===== config.mk =====
export PLATFORM = sky130hd
export DESIGN_NAME = uart_pkt_parser_flat
export DESIGN_NICKNAME = d
export VERILOG_FILES = /design/src/rtl/uart_pkt_parser_if.sv /design/src/rtl/uart_pkt_parser.sv /design/src/flat_wrapper.sv
export SDC_FILE = /design/constraint.sdc
export NUM_CORES = 1
export LEC_CHECK = 0
export BUFFER_PORTS_ARGS = -buffer_cell sky130_fd_sc_hd__buf_4
export CAP_MARGIN = 20
export CORE_MARGIN = 2
export CORE_UTILIZATION = 45
export CTS_CLUSTER_SIZE = 25
export DETAILED_ROUTE_END_ITERATION = 10
export PLACE_DENSITY = 0.76
export SYNTH_ARGS = -nofsm -noshare
export SYNTH_HDL_FRONTEND = slang
export SYNTH_SLANG_ARGS = --single-unit

===== constraint.sdc =====
create_clock -name clk -period 1.6 [get_ports clk]
set_input_delay 0.16 -clock clk [delete_from_list [all_inputs] [get_ports clk]]
set_output_delay 0.16 -clock clk [all_outputs]
set_load 0.05 [all_outputs]

===== src/rtl/uart_pkt_parser_if.sv =====
// uart_pkt_parser_if: rx FIFO pop, payload stream and tx FIFO response signals of uart_pkt_parser.
interface uart_pkt_parser_if #(parameter int FIFO_WIDTH = 8);
    logic [FIFO_WIDTH-1:0] in_data;
    logic [FIFO_WIDTH-1:0] pkt_data;
    logic [FIFO_WIDTH-1:0] tx_wr_data;
    logic in_valid;
    logic in_rd;
    logic pkt_valid;
    logic pkt_ready;
    logic pkt_last;
    logic pkt_done;
    logic pkt_ok;
    logic tx_wr;
    logic tx_full;
    modport master (
        input in_data, in_valid, pkt_ready, tx_full,
        output in_rd, pkt_data, pkt_valid, pkt_last, pkt_done, pkt_ok, tx_wr_data, tx_wr
    );
    modport slave (
        output in_data, in_valid, pkt_ready, tx_full,
        input in_rd, pkt_data, pkt_valid, pkt_last, pkt_done, pkt_ok, tx_wr_data, tx_wr
    );
endinterface


===== src/rtl/uart_pkt_parser.sv =====
// uart_pkt_parser: SOF/LEN/payload/XOR-checksum frame decoder with ACK/NAK reply to the tx FIFO.
// Defining UART_PKT_TIMEOUT_EN aborts a frame after TIMEOUT_CYCLES without a new byte.
module uart_pkt_parser #(
    parameter int FIFO_WIDTH = 8,
    parameter logic [FIFO_WIDTH-1:0] SOF_BYTE = 8'hA5,
    parameter logic [FIFO_WIDTH-1:0] ACK_BYTE = 8'h06,
    parameter logic [FIFO_WIDTH-1:0] NAK_BYTE = 8'h15,
    parameter int MAX_LEN = 64,
    parameter int TIMEOUT_CYCLES = 50000
) (
    input logic clk,
    input logic rst,
    uart_pkt_parser_if.master bus
);
    typedef enum logic [2:0] {IDLE, LEN, PAYLOAD, CSUM, RESP} state_t;
    localparam logic [FIFO_WIDTH-1:0] MAX_L = FIFO_WIDTH'(MAX_LEN);
    localparam logic [FIFO_WIDTH-1:0] ONE = FIFO_WIDTH'(1);
    state_t state, state_n;
    logic [FIFO_WIDTH-1:0] cnt;
    logic [FIFO_WIDTH-1:0] csum;
    logic [FIFO_WIDTH-1:0] resp;
    logic pay_pop;
    logic done_n;
    logic ok_n;
    logic timeout;
    // CSUM shares the payload pop gate so pkt_done never precedes acceptance of the last byte
    always_comb begin
        bus.in_rd = bus.in_valid & ((state == PAYLOAD || state == CSUM) ? (!bus.pkt_valid | bus.pkt_ready) : (state != RESP));
        bus.tx_wr = state == RESP && !bus.tx_full;
        bus.tx_wr_data = resp;
        pay_pop = bus.in_rd && state == PAYLOAD;
        state_n = state;
        done_n = 1'b0;
        ok_n = 1'b0;
        if (timeout) begin
            state_n = RESP;
            done_n = 1'b1;
        end else if (bus.in_rd) begin
            case (state)
                IDLE: state_n = bus.in_data == SOF_BYTE ? LEN : IDLE;
                LEN: begin
                    done_n = bus.in_data == '0 || bus.in_data > MAX_L;
                    state_n = done_n ? RESP : PAYLOAD;
                end
                PAYLOAD: state_n = cnt == ONE ? CSUM : PAYLOAD;
                CSUM: begin
                    state_n = RESP;
                    done_n = 1'b1;
                    ok_n = bus.in_data == csum;
                end
                default: state_n = state;
            endcase
        end else if (bus.tx_wr) begin
            state_n = IDLE;
        end
    end
    always_ff @(posedge clk) begin
        if (rst) begin
            state <= IDLE;
            cnt <= '0;
            csum <= '0;
            resp <= '0;
            bus.pkt_data <= '0;
            bus.pkt_valid <= 1'b0;
            bus.pkt_last <= 1'b0;
            bus.pkt_done <= 1'b0;
            bus.pkt_ok <= 1'b0;
        end else begin
            state <= state_n;
            bus.pkt_done <= done_n;
            bus.pkt_ok <= ok_n;
            bus.pkt_valid <= pay_pop | (bus.pkt_valid & !bus.pkt_ready);
            if (done_n) resp <= ok_n ? ACK_BYTE : NAK_BYTE;
            if (bus.in_rd && state == LEN) begin
                cnt <= bus.in_data;
                csum <= bus.in_data;
            end
            if (pay_pop) begin
                bus.pkt_data <= bus.in_data;
                bus.pkt_last <= cnt == ONE;
                csum <= csum ^ bus.in_data;
                cnt <= cnt - ONE;
            end
        end
    end
`ifdef UART_PKT_TIMEOUT_EN
    logic [31:0] idle_cnt;
    always_ff @(posedge clk) begin
        if (rst || bus.in_rd || state == IDLE || state == RESP) idle_cnt <= '0;
        else idle_cnt <= idle_cnt + 32'd1;
    end
    assign timeout = idle_cnt == 32'(TIMEOUT_CYCLES) && !bus.in_rd;
`else
    logic unused_timeout_cycles;
    assign unused_timeout_cycles = ^TIMEOUT_CYCLES;
    assign timeout = 1'b0;
`endif
endmodule

===== src/flat_wrapper.sv =====
// flat-port wrapper written by rule: the top's interface ports become plain ports
module uart_pkt_parser_flat 
#(
    parameter int FIFO_WIDTH = 8,
    parameter logic [FIFO_WIDTH-1:0] SOF_BYTE = 8'hA5,
    parameter logic [FIFO_WIDTH-1:0] ACK_BYTE = 8'h06,
    parameter logic [FIFO_WIDTH-1:0] NAK_BYTE = 8'h15,
    parameter int MAX_LEN = 64,
    parameter int TIMEOUT_CYCLES = 50000
)
  (clk, rst, bus_in_data, bus_in_valid, bus_pkt_ready, bus_tx_full, bus_in_rd, bus_pkt_data, bus_pkt_valid, bus_pkt_last, bus_pkt_done, bus_pkt_ok, bus_tx_wr_data, bus_tx_wr);
  uart_pkt_parser_if #(.FIFO_WIDTH(FIFO_WIDTH)) bus_i ();
  input logic clk;
  input logic rst;
  input wire logic [$bits(bus_i.in_data)-1:0] bus_in_data;
  input wire logic [$bits(bus_i.in_valid)-1:0] bus_in_valid;
  input wire logic [$bits(bus_i.pkt_ready)-1:0] bus_pkt_ready;
  input wire logic [$bits(bus_i.tx_full)-1:0] bus_tx_full;
  output wire logic [$bits(bus_i.in_rd)-1:0] bus_in_rd;
  output wire logic [$bits(bus_i.pkt_data)-1:0] bus_pkt_data;
  output wire logic [$bits(bus_i.pkt_valid)-1:0] bus_pkt_valid;
  output wire logic [$bits(bus_i.pkt_last)-1:0] bus_pkt_last;
  output wire logic [$bits(bus_i.pkt_done)-1:0] bus_pkt_done;
  output wire logic [$bits(bus_i.pkt_ok)-1:0] bus_pkt_ok;
  output wire logic [$bits(bus_i.tx_wr_data)-1:0] bus_tx_wr_data;
  output wire logic [$bits(bus_i.tx_wr)-1:0] bus_tx_wr;
  assign bus_i.in_data = bus_in_data;
  assign bus_i.in_valid = bus_in_valid;
  assign bus_i.pkt_ready = bus_pkt_ready;
  assign bus_i.tx_full = bus_tx_full;
  assign bus_in_rd = bus_i.in_rd;
  assign bus_pkt_data = bus_i.pkt_data;
  assign bus_pkt_valid = bus_i.pkt_valid;
  assign bus_pkt_last = bus_i.pkt_last;
  assign bus_pkt_done = bus_i.pkt_done;
  assign bus_pkt_ok = bus_i.pkt_ok;
  assign bus_tx_wr_data = bus_i.tx_wr_data;
  assign bus_tx_wr = bus_i.tx_wr;
  uart_pkt_parser #(.FIFO_WIDTH(FIFO_WIDTH), .SOF_BYTE(SOF_BYTE), .ACK_BYTE(ACK_BYTE), .NAK_BYTE(NAK_BYTE), .MAX_LEN(MAX_LEN), .TIMEOUT_CYCLES(TIMEOUT_CYCLES)) u_core (.clk(clk), .rst(rst), .bus(bus_i));
endmodule

# [Word level (Yosys, flattened, before mapping)]
# Cells that the tools add are included.
[word_totals] register_bits=39 output_inout_bits=22 inputBits=13
[op_classes] magnitude_cmp=1 bitwise=5 n_addsub=1 reduce_logical=13 muxes=15 eq_ne=9
[ops] cell="8-bit two-way mux" count=3
[ops] cell="3-bit case mux with 4 select lines" count=1
[ops] cell="3-bit two-way mux" count=3
[ops] cell="8-bit by 1-bit equality test with 1-bit output (second input constant)" count=1
[ops] cell="8-bit equality test" count=1
[ops] cell="8-bit equality test (second input constant)" count=1
[ops] cell="8-bit by 7-bit greater-than comparator with 1-bit output (second input constant)" count=1
[ops] cell="8-bit zero test" count=1
[ops] cell="8-bit by 1-bit subtractor with 8-bit output (second input constant)" count=1
[ops] cell="8-bit bitwise XOR" count=1
[ops] cell="3-bit by 2-bit equality test with 1-bit output (second input constant)" count=2
[ops] cell="1-bit two-way mux" count=6
[ops] cell="5-bit two-way mux" count=1
[ops] cell="5-bit inequality test (second input constant)" count=1
[ops] cell="2-bit nonzero test" count=2
[ops] cell="3-bit by 1-bit equality test with 1-bit output (second input constant)" count=1
[ops] cell="3-bit equality test (second input constant)" count=1
[ops] cell="1-bit logical AND" count=3
[ops] cell="1-bit zero test" count=3
[ops] cell="3-bit zero test" count=1
[ops] cell="3-bit inequality test (second input constant)" count=1
[ops] cell="1-bit bitwise AND" count=2
[ops] cell="1-bit logical OR" count=2
[ops] cell="1-bit bitwise OR" count=2
[ops] cell="other kinds (2)" count=2

# [Logic depth before layout (Yosys ltp)]
# Gate-level depths: netlist (run 1).
[logic_depth] ltp_word=7 depth_mapped=6 mapped_depth_nobuf=6

# [Least setup slack after synthesis (run 1)]
# OpenSTA, ideal clock, no wires.
[synth_path] path_kind="register to register" start="register u_core.state[1]" end="register u_core.state[2]" arrival_ns=2.463 required_time_ns=1.468 path_buffers=1 setup_ns=0.132 path_stages_with_launch=5 setup_slack_ns=-0.995 path_cell_list="dfxtp_1 > buf_2 > nor4b_1 > or2b_1 > a21oi_1"
[synth_rtl] item="start, declared" line_no="uart_pkt_parser.sv:18" text="state_t state, state_n;"
[synth_rtl] item="start signal, assigned" line_no="uart_pkt_parser.sv:69" text="state <= state_n;"
[synth_rtl] item="3-bit equality test" line_no="uart_pkt_parser.sv:29" text="bus.tx_wr = state == RESP && !bus.tx_full;"
[synth_rtl] item="1-bit logical AND" line_no="uart_pkt_parser.sv:29"
[synth_rtl] item="named net bus_tx_wr" line_no="flat_wrapper.sv:26" text="output wire logic [$bits(bus_i.tx_wr)-1:0] bus_tx_wr;"
[synth_rtl] item="2-bit nonzero test (no source line)"
[synth_rtl] item="2-bit AND reduction (no source line)"
# The timed path passes the listed nets, and every way through them passes these cells.
# A chain may end at the register's enable or synchronous reset.

# [Final worst setup path (run 1)]
[layout_path] start="register u_core.state[1]" end="output port bus_in_rd"
[layout_between] elab_chain_len=4
[layout_rtl] item="3-bit by 2-bit equality test with 1-bit output" line_no="uart_pkt_parser.sv:28" text="bus.in_rd = bus.in_valid & ((state == PAYLOAD || state == CSUM) ? (!bus.pkt_valid | bus.pkt_ready) : (state != ..."
[layout_rtl] item="1-bit logical OR" line_no="uart_pkt_parser.sv:28"
[layout_rtl] item="1-bit two-way mux (*)" line_no="uart_pkt_parser.sv:28"
[layout_rtl] item="1-bit bitwise AND (*)" line_no="uart_pkt_parser.sv:28"
[layout_rtl] item="end, declared" line_no="flat_wrapper.sv:19" text="output wire logic [$bits(bus_i.in_rd)-1:0] bus_in_rd;"
# Mark *: on every way between the ends. The rest lies on a longest branch, timed or not.

==> impl_metrics.py, run 1 <==
metrics = {
    "worst_setup_path": {
        "crit_end": "bus_in_rd",
        "reg2reg_setup_slack_ns": 0.06,
        "reg2regPathDepth": 5,
        "critical_path.max_stage_delay_ns": 0.38,
        "cp_cell_sequence": "buf_4 > nand3b_2 > o211a_1 > buf_4",
        "worstSetupPathType": "flip-flop to output port",
        "critPathRequiredTime_ns": 1.44,
        "crit_top_cell": "buf_4",
        "cp-start-kind": "flip-flop",
        "cp.arrival_ns": 1.40,
        "cp-startpoint": "u_core.state[1]",
        "setup.worst_path.end_class": "output port",
        "slowest_stage": "dfxtp_4",
        "r2r_end": "u_core.bus.tx_wr_data[0]",
        "crit_fanout": 5,
        "r2r_start": "u_core.state[1]",
    },
    "layout": {
        "final_cell_area_um2": 2520,
        "diodes": 0,
        "finalNetCount": 289,
        "drive_gt1_share_pct": 29.5,
        "multi_input_area_um2": 1220,
        "seq_area_um2": 686,
        "areaGrowthSynthToFinish_pct": 23.6,
        "num-fill-cells": 395,
    },
    "routing": {
        "drcViolationCount": 0,
        "detail-route-antenna-nets": 0,
        "routed_wl_mm": 5.32,
        "wl_per_cell_um": 16.3,
        "dr_total_vias": 1946,
        "drtIter0Drc": 142,
        "viasPerCell": 5.95,
        "drtPass1Iterations": 4,
    },
    "job": {
        "maxCapViolCount": 0,
    },
    "yosys": {
        "ys.flop_type": "dfxtp_1",
        "syn_area_um2": 2040,
        "yosys_warnings": 0,
        "async_reset_ff_share_pct": 0,
        "synthTopCellsByArea": "dfxtp_1 (33%), o31ai_1 (6.3%), nand2_1 (4.6%), a32o_1 (3.9%), a21oi_1 (3.7%)",
        "yosysSeqAreaShare_pct": 33.4,
        "ys_types": 60,
        "synth_area_leader_cell": "dfxtp_1",
        "postSynthAreaPerCell_um2": 8.53,
        "syn_inst": 239,
        "synth-edff-count": 0,
        "synth.top_cell.area_share_pct": 33.4,
        "ys_ff_latch": 34,
    },
    "outcome": {
        "status": "completed",
    },
    "timing": {
        "fmax_mhz": 640,
        "skew_ns": 0.0104,
        "finalCriticalPeriod_ns": 1.56,
        "tns_ns": 0,
        "post-route-period-util_pct": 97.6,
        "hold_viol_final": 0,
        "layout_setup_ws_ns": 0.0386,
        "maxSlewViolCount": 0,
        "rsz0062_at_grt": "no",
        "setup_viol": 0,
    },
    "min_path": {
        "hp-class": "input pin to flip-flop",
    },
    "placed_design": {
        "io_buffers": 30,
        "pre_cts_ws_ns": 0.0465,
        "placed_area_um2": 2390,
        "dp_hpwl_mm": 3.59,
        "gp_congestion": 0.883,
    },
    "power": {
        "power_density_nw_per_um2": 670,
        "power_uw": 1690,
        "peakVddDrop_v": 0.000235,
        "cellLeakagePower_uw": 0.000916,
    },
    "cts": {
        "cts-htree-levels": 2,
        "post_cts_buffers": 0,
        "cts_made_buffers": 5,
        "clockRootBuffer": "clkbuf_8",
        "post_cts_resized": 1,
        "tritoncts": "done",
        "cts.sinks": 34,
        "path_clk_slew_ns": 0.08,
        "insertion_delay_ns": 0.29,
        "clockBufferDepth": 2,
        "ctsHoldBuffers": 0,
    },
    "floorplan": {
        "die_area_um2": 5090,
        "die-height_um": 71.3,
        "ios": 35,
        "die_width_um": 71.3,
        "start_util_pct": 46.8,
        "core_area_um2": 4350,
        "core.rowCount": 24,
    },
    "global_route": {
        "grt_max_degree": 32,
        "antenna_found_initial": 0,
        "grt_usage_pct": 21.6,
        "grt_first_pass_wirelength_mm": 8.71,
        "grt_pass1_vias": 1756,
        "overflow": 0,
    },
}
## flip-flops by register name, summed over array words and instances (netlist names)
register               flops
u_core.bus.pkt_done        1
u_core.state               3
u_core.bus.pkt_data        8
u_core.bus.pkt_ok          1
u_core.bus.pkt_last        1
u_core.cnt                 8
u_core.bus.tx_wr_data      3
u_core.bus.pkt_valid       1
u_core.csum                8
## synth_stat cells (2+ instances only)
master	count
a32o_1	8
buf_2	9
xnor2_1	8
o32ai_1	3
buf_1	2
a211oi_1	3
o211ai_1	10
buf_4	9
o211a_1	2
inv_1	8
ha_1	2
nor2_1	6
nor4_1	2
nor2b_2	2
nand2_1	25
nor2b_1	10
o31ai_1	17
nand2b_1	3
o21ai_1	3
nand4_1	2
nand3_1	4
a21oi_1	15
a22oi_1	3
dfxtp_1	34
nor3_1	5
o2111ai_1	2
clkbuf_1	8
a311oi_1	2
## worst max-delay path: cells and delay by family, from the launching register on
| kind | cells | cell delay (ns) |
|---|---|---|
| AO/OA/AOI/OAI | 1 | 0.25 |
| buffers and inverters | 2 | 0.34 |
| flip-flops | 1 | 0.38 |
| AND/OR/NAND/NOR | 1 | 0.14 |
## worst min-delay path by stage
stage                                 from                endpoint  slack, ns  cells past startpoint
floorplan                   bus_in_data[1]  u_core.bus.pkt_data[1]       0.30                      2
global placement    u_core.bus.pkt_data[1]  u_core.bus.pkt_data[1]       0.44                      2
detailed placement  u_core.bus.pkt_data[2]  u_core.bus.pkt_data[2]       0.45                      2
CTS                         bus_in_data[1]  u_core.bus.pkt_data[1]       0.16                      3
global route                bus_in_data[1]  u_core.bus.pkt_data[1]       0.18                      3
finish                      bus_in_data[1]  u_core.bus.pkt_data[1]       0.17                      3
## routing by layer
layer	track usage, %	wire length, µm	up-vias
met4	6.92	90	0
met3	4.64	414	10
met1	28.1	2340	908
met5	0	0	-
met2	35.8	2470	76
li1	-	-	952
## per-stage QoR
stage                     cells  hold WS (ns)  util [%]
after floorplan             242         0.296         -
after global placement      319         0.444      54.9
after detailed placement    319         0.448      54.9
after CTS                   327         0.164      57.1
after global routing        327         0.176      57.9
final                       327         0.170      57.9
## placed cells by master (no fill, tap or decap), types with 2 or more instances in the layout
cell type	count
nand2b_1	2
nor2b_1	9
nor2_1	6
o32ai_1	3
dfxtp_1	32
a311oi_1	2
a22oi_1	3
nand4_1	2
nor4_2	2
o211a_1	2
nand2_1	25
nand2b_4	2
a211oi_1	3
a32o_1	8
inv_1	8
nand3_4	2
ha_1	2
nand3_1	4
nor2b_2	2
xnor2_1	8
o21ai_1	2
clkbuf_8	6
buf_4	53
nor3_1	5
o31ai_1	17
o211ai_1	10
o2111ai_1	2
conb_1	4
a21oi_1	15
## logic make-up (layout without fill, tap and decap cells)
kind of cell             Yosys count  in the layout  share of synthesized area (%)
multiplexers                       1              1                          0.491
buffers and inverters             38             71                           9.57
XOR/XNOR                           8              8                           3.44
AND/OR/NAND/NOR                   74             74                           21.7
adder cells (fa/ha/maj)            2              2                           1.23
AO/OA/AOI/OAI                     81             81                           30.1
other                              1              4                          0.184
flip-flops                        34             34                           33.4
## area by class of cell
cell class              instances  share of cell area, %
multi-input cells             170                   48.5
repair buffers                 54                   16.6
clock inverters                 2                  0.497
inverters                       9                   1.34
flip-flops and latches         34                   27.2
clock buffers                   6                   3.28
well taps                      52                   2.58
## where the power goes
group	internal (µW)	total, µW	switching [µW]
Sequential	844	845	0.604
Combinational	56.4	169	112
Clock	346	674	328
Total	1250	1690	441
Power figures use the tool's default switching activity.
==> inputs of run 2 (changes only) <==
--- a/config.mk
+++ b/config.mk
@@ -5,13 +5,14 @@
 export SDC_FILE = /design/constraint.sdc
 export NUM_CORES = 1
 export LEC_CHECK = 0
-export BUFFER_PORTS_ARGS = -buffer_cell sky130_fd_sc_hd__buf_4
+export BUFFER_PORTS_ARGS = -buffer_cell sky130_fd_sc_hd__buf_2
 export CAP_MARGIN = 20
 export CORE_MARGIN = 2
-export CORE_UTILIZATION = 45
+export CORE_UTILIZATION = 50
+export CTS_BUF_LIST = sky130_fd_sc_hd__clkbuf_8
 export CTS_CLUSTER_SIZE = 25
 export DETAILED_ROUTE_END_ITERATION = 10
-export PLACE_DENSITY = 0.76
+export PLACE_DENSITY = 0.82
 export SYNTH_ARGS = -nofsm -noshare
 export SYNTH_HDL_FRONTEND = slang
 export SYNTH_SLANG_ARGS = --single-unit
==> impl_metrics.py, run 2 (same netlist as run 1, synthesis figures left out) <==
metrics = {
    "worst_setup_path": {
        "r2r_end": "u_core.bus.tx_wr_data[0]",
        "reg2regPathDepth": 4,
        "cp.arrival_ns": 1.73,
        "crit_end": "u_core.bus.tx_wr_data[0]",
        "critPathRequiredTime_ns": 1.80,
        "reg2reg_setup_slack_ns": 0.07,
        "setup.worst_path.end_class": "flip-flop",
        "r2r_start": "u_core.state[2]",
        "worstSetupPathType": "flip-flop to flip-flop",
        "crit_fanout": 4,
        "cp-start-kind": "flip-flop",
        "cp-startpoint": "u_core.state[2]",
    },
    "cts": {
        "cts-htree-levels": 2,
        "cts_made_buffers": 5,
        "clockRootBuffer": "clkbuf_8",
        "cts.sinks": 34,
        "tritoncts": "done",
        "clockBufferDepth": 2,
        "insertion_delay_ns": 0.30,
        "path_clk_slew_ns": 0.08,
    },
    "timing": {
        "skew_ns": 0.0113,
        "fmax_mhz": 651,
        "post-route-period-util_pct": 95.9,
        "tns_ns": 0,
        "maxSlewViolCount": 0,
        "hold_viol_final": 0,
        "setup_viol": 0,
        "finalCriticalPeriod_ns": 1.53,
    },
    "layout": {
        "areaGrowthSynthToFinish_pct": 24.9,
        "diodes": 0,
        "top_regs": "u_core.bus.pkt_data (8), u_core.cnt (8), u_core.csum (8)",
        "drive_gt1_share_pct": 30.9,
        "finalNetCount": 289,
        "fin_util_pct": 64.1,
        "layout_commonest_cell": "dfxtp_1",
        "final_cell_area_um2": 2550,
        "most-common-layout-cells": "dfxtp_1 (31), buf_2 (28), nand2_1 (25), buf_4 (19), o31ai_1 (17)",
    },
    "routing": {
        "viasPerCell": 6.24,
        "routed_wl_mm": 5.67,
        "dr_total_vias": 2028,
        "drtIter0Drc": 232,
        "drtPass1Iterations": 5,
        "drcViolationCount": 0,
        "detail-route-antenna-nets": 0,
        "wl_per_cell_um": 17.4,
    },
    "global_route": {
        "grt_first_pass_wirelength_mm": 8.55,
        "overflow": 0,
        "grt_max_degree": 32,
        "antenna_found_initial": 0,
        "grt_pass1_vias": 1698,
        "grt_usage_pct": 24.9,
    },
    "floorplan": {
        "die_area_um2": 4610,
        "ios": 35,
        "core_area_um2": 3970,
        "start_util_pct": 51.4,
        "core.rowCount": 23,
        "die-height_um": 67.9,
        "die_width_um": 67.9,
    },
    "placed_design": {
        "io_buffers": 30,
        "dp_hpwl_mm": 3.70,
        "placed_area_um2": 2320,
        "gp_congestion": 0.842,
    },
    "power": {
        "power_uw": 2020,
        "peakVddDrop_v": 0.000383,
        "cellLeakagePower_uw": 0.000970,
        "power_density_nw_per_um2": 791,
    },
    "outcome": {
        "status": "completed",
    },
    "min_path": {
        "hp-class": "input pin to flip-flop",
    },
    "job": {
        "maxCapViolCount": 0,
    },
}
run 2: cell count changes in the layout (fill, tap and decap cells not counted), moves of 2 or more:
cell and delta:
bufinv_16 +2, buf_4 -34, buf_6 +3, buf_2 +28, buf_12 +2
run 2: routing by layer:
layer	routed length, µm	GRT usage, %
met2	2690	40.0
met5	0	0
met1	2540	34.3
met3	374	5.92
met4	63	4.75
run 2: final cells by class:
| type | count | area [µm²] |
|---|---|---|
| flip-flops and latches | 34 | 687 |
| inverters | 9 | 33.8 |
| multi-input cells | 170 | 1240 |
| repair buffers | 54 | 384 |
| clock inverters | 2 | 60.1 |
| well taps | 50 | 62.6 |
| fillers | 313 | 1420 |
| clock buffers | 6 | 82.6 |
run 2: metrics by stage:
stage	worst slack, ns	instances	hold slack, ns
finish	0.0650	325	0.156
global route	-0.00205	325	0.170
CTS	0.0130	324	0.148
detailed placement	0.0374	316	0.443
global placement	0.0510	316	0.440
floorplan	0.0169	242	0.296
run 2: worst min-delay path by stage:
stage | start | endpoint | slack (ns) | cells past startpoint
finish | bus_in_data[1] | u_core.bus.pkt_data[1] | 0.16 | 3
global route | bus_in_data[1] | u_core.bus.pkt_data[1] | 0.17 | 3
CTS | bus_in_data[1] | u_core.bus.pkt_data[1] | 0.15 | 3
detailed placement | u_core.bus.pkt_data[7] | u_core.bus.pkt_data[7] | 0.44 | 2
global placement | u_core.bus.pkt_data[7] | u_core.bus.pkt_data[7] | 0.44 | 2
floorplan | bus_in_data[1] | u_core.bus.pkt_data[1] | 0.30 | 2
run 2: report_power, final:
part | total, µW | internal [µW] | switching [µW]
logic | 169 | 51.7 | 117
registers | 845 | 844 | 0.655
clock network | 1000 | 665 | 337
run 2: worst max-delay path: stages, from the launching register on:
cell and delay (ns):
dfxtp_1 0.33, nor2b_2 0.30, nand3_4 0.11, or4_4 0.55, o211a_1 0.14
run 2: timing repair:
action | 4_1_cts | 5_1_grt
hold buffers | 0 | 0
pin swaps | 0 | 1
setup buffers | 0 | 1
gates resized for setup | 2 | 16
setup endpoints to repair | 1 | 28
==> inputs of run 3 (changes only) <==
--- a/config.mk
+++ b/config.mk
@@ -13,6 +13,7 @@
 export CTS_CLUSTER_SIZE = 25
 export DETAILED_ROUTE_END_ITERATION = 10
 export PLACE_DENSITY = 0.82
+export RECOVER_POWER = 100
 export SYNTH_ARGS = -nofsm -noshare
 export SYNTH_HDL_FRONTEND = slang
 export SYNTH_SLANG_ARGS = --single-unit
==> impl_metrics.py, run 3 (same netlist as run 1, synthesis figures left out) <==
metrics = {
    "power": {
        "cellLeakagePower_uw": 0.000899,
        "power_density_nw_per_um2": 798,
        "power.switching_uw": 456,
        "combPwrFrac_pct": 8.4,
        "swShare_pct": 22.6,
        "power_uw": 2020,
        "p_int_uw": 1560,
        "power_frac_seq_pct": 41.9,
        "peakVddDrop_v": 0.000382,
        "p_clk_share_pct": 49.7,
    },
    "worst_setup_path": {
        "reg2reg_setup_slack_ns": 0.07,
        "cp-start-kind": "flip-flop",
        "cp_cell_sequence": "buf_6 > nand3b_4 > o211a_1 > buf_4",
        "r2r_end": "u_core.bus.tx_wr_data[0]",
        "critical-path-top-delay-family": "flip-flops",
        "crit_buf_inv": 2,
        "critPathRequiredTime_ns": 1.44,
        "reg2regPathDepth": 4,
        "r2r_start": "u_core.state[2]",
        "worstSetupPathType": "flip-flop to output port",
        "critical_path.max_stage_delay_ns": 0.39,
        "cp.arrival_ns": 1.37,
        "crit_fanout": 9,
        "slowest_stage": "dfxtp_4",
        "setup.worst_path.end_class": "output port",
    },
    "routing": {
        "dr_total_vias": 2025,
        "wl_per_cell_um": 17.3,
        "routed_wl_mm": 5.62,
        "detail-route-antenna-nets": 0,
        "drcViolationCount": 0,
        "drtPass1Iterations": 4,
        "drtIter0Drc": 179,
        "viasPerCell": 6.23,
    },
    "cts": {
        "tritoncts": "done",
        "cts_made_buffers": 5,
        "ctsHoldBuffers": 0,
        "path_clk_slew_ns": 0.08,
        "cts.sinks": 34,
        "clockRootBuffer": "clkbuf_8",
        "insertion_delay_ns": 0.30,
        "clockBufferDepth": 2,
        "cts-htree-levels": 2,
    },
    "min_path": {
        "holdPathStages": 3,
        "hp-class": "input pin to flip-flop",
        "hold_start": "bus_in_data[1]",
        "min_to": "u_core.bus.pkt_data[1]",
    },
    "layout": {
        "final_cells": 325,
        "fin_util_pct": 63.6,
        "most-common-layout-cells": "dfxtp_1 (31), nand2_1 (25), buf_4 (19), o31ai_1 (17), clkbuf_1 (16)",
        "layout_commonest_cell": "dfxtp_1",
        "finalNetCount": 289,
        "diodes": 0,
        "top_regs": "u_core.bus.pkt_data (8), u_core.cnt (8), u_core.csum (8)",
        "drive_gt1_share_pct": 25.1,
        "areaGrowthSynthToFinish_pct": 23.9,
    },
    "global_route": {
        "grt_usage_pct": 24.9,
        "overflow": 0,
        "grt_pass1_vias": 1698,
        "antenna_found_initial": 0,
        "grt_max_degree": 32,
        "grt_first_pass_wirelength_mm": 8.55,
    },
    "placed_design": {
        "gp_congestion": 0.842,
        "io_buffers": 30,
        "dp_hpwl_mm": 3.70,
        "dp_cells": 316,
    },
    "timing": {
        "relSlewSlack_pct": 60.2,
        "worst_slew_pin_slew_ns": 0.600,
        "setup_viol": 0,
        "skew_ns": 0.0120,
        "finalCriticalPeriod_ns": 1.53,
        "fmax_mhz": 653,
        "maxSlewViolCount": 0,
        "hold_viol_final": 0,
        "post-route-period-util_pct": 95.7,
    },
    "floorplan": {
        "core_area_um2": 3970,
        "die-height_um": 67.9,
        "core.rowCount": 23,
        "ios": 35,
        "die_area_um2": 4610,
        "die_width_um": 67.9,
        "start_util_pct": 51.4,
    },
    "job": {
        "maxCapViolCount": 0,
    },
    "outcome": {
        "status": "completed",
    },
}
[run 3: how the worst max path moves through the flow]
stage	start	to	slack [ns]	cells after the start
global route	u_core.state[2]	u_core.cnt[7]	-0.002	6
CTS	u_core.state[0]	bus_tx_wr	0.01	3
global placement	u_core.state[1]	u_core.bus.tx_wr_data[0]	0.05	5
detailed placement	u_core.state[1]	u_core.bus.tx_wr_data[0]	0.04	5
floorplan	u_core.bus.pkt_valid	u_core.csum[3]	0.02	6
finish	u_core.state[1]	bus_in_rd	0.07	4
[run 3: metrics by stage]
step	setup TNS, ns	instance area [µm²]	setup slack [ns]	hold WS (ns)
floorplan	0	2070	0.0169	0.296
global placement	0	2320	0.0510	0.440
detailed placement	0	2320	0.0374	0.443
CTS	0	2460	0.0130	0.148
global route	-0.00276	2530	-0.00205	0.170
finish	0	2530	0.0696	0.157
[run 3: repair_timing]
item	in CTS	in global routing
setup buffers	0	1
endpoints found under the hold margin	0	0
gates resized for setup	2	16
pin swaps	0	1
endpoints found under the setup margin	1	28
cloned	0	0
[run 3: worst register-to-register path, stage by stage (launching register included)]
cell	delay, ns
dfxtp_1	0.33
nor2b_2	0.30
nand3_4	0.11
or4_4	0.55
o211a_1	0.14
[run 3: area by class of cell]
cell class              count  area, µm²
fillers                   322       1440
multi-input cells         170       1240
flip-flops and latches     34        687
repair buffers             54        364
clock buffers               6       82.6
well taps                  50       62.6
clock inverters             2       60.1
inverters                   9       33.8
[run 3: routing by layer]
metal / up-vias / GRT usage, % / share of wire (%)
li1: 951 / - / -
met1: 991 / 34.3 / 44
met5: - / 0 / 0
met4: 0 / 4.75 / 0.78
met3: 6 / 5.92 / 7.3
met2: 77 / 40.0 / 48
[run 3: power groups by stage]
stage | Combinational [µW] | Clock (µW) | Sequential [µW]
final | 168 | 1000 | 845
after floorplan | 113 | 0 | 866
after global routing | 179 | 1050 | 845
after CTS | 160 | 1010 | 847
after detailed placement | 159 | 0 | 866
after global placement | 158 | 0 | 866
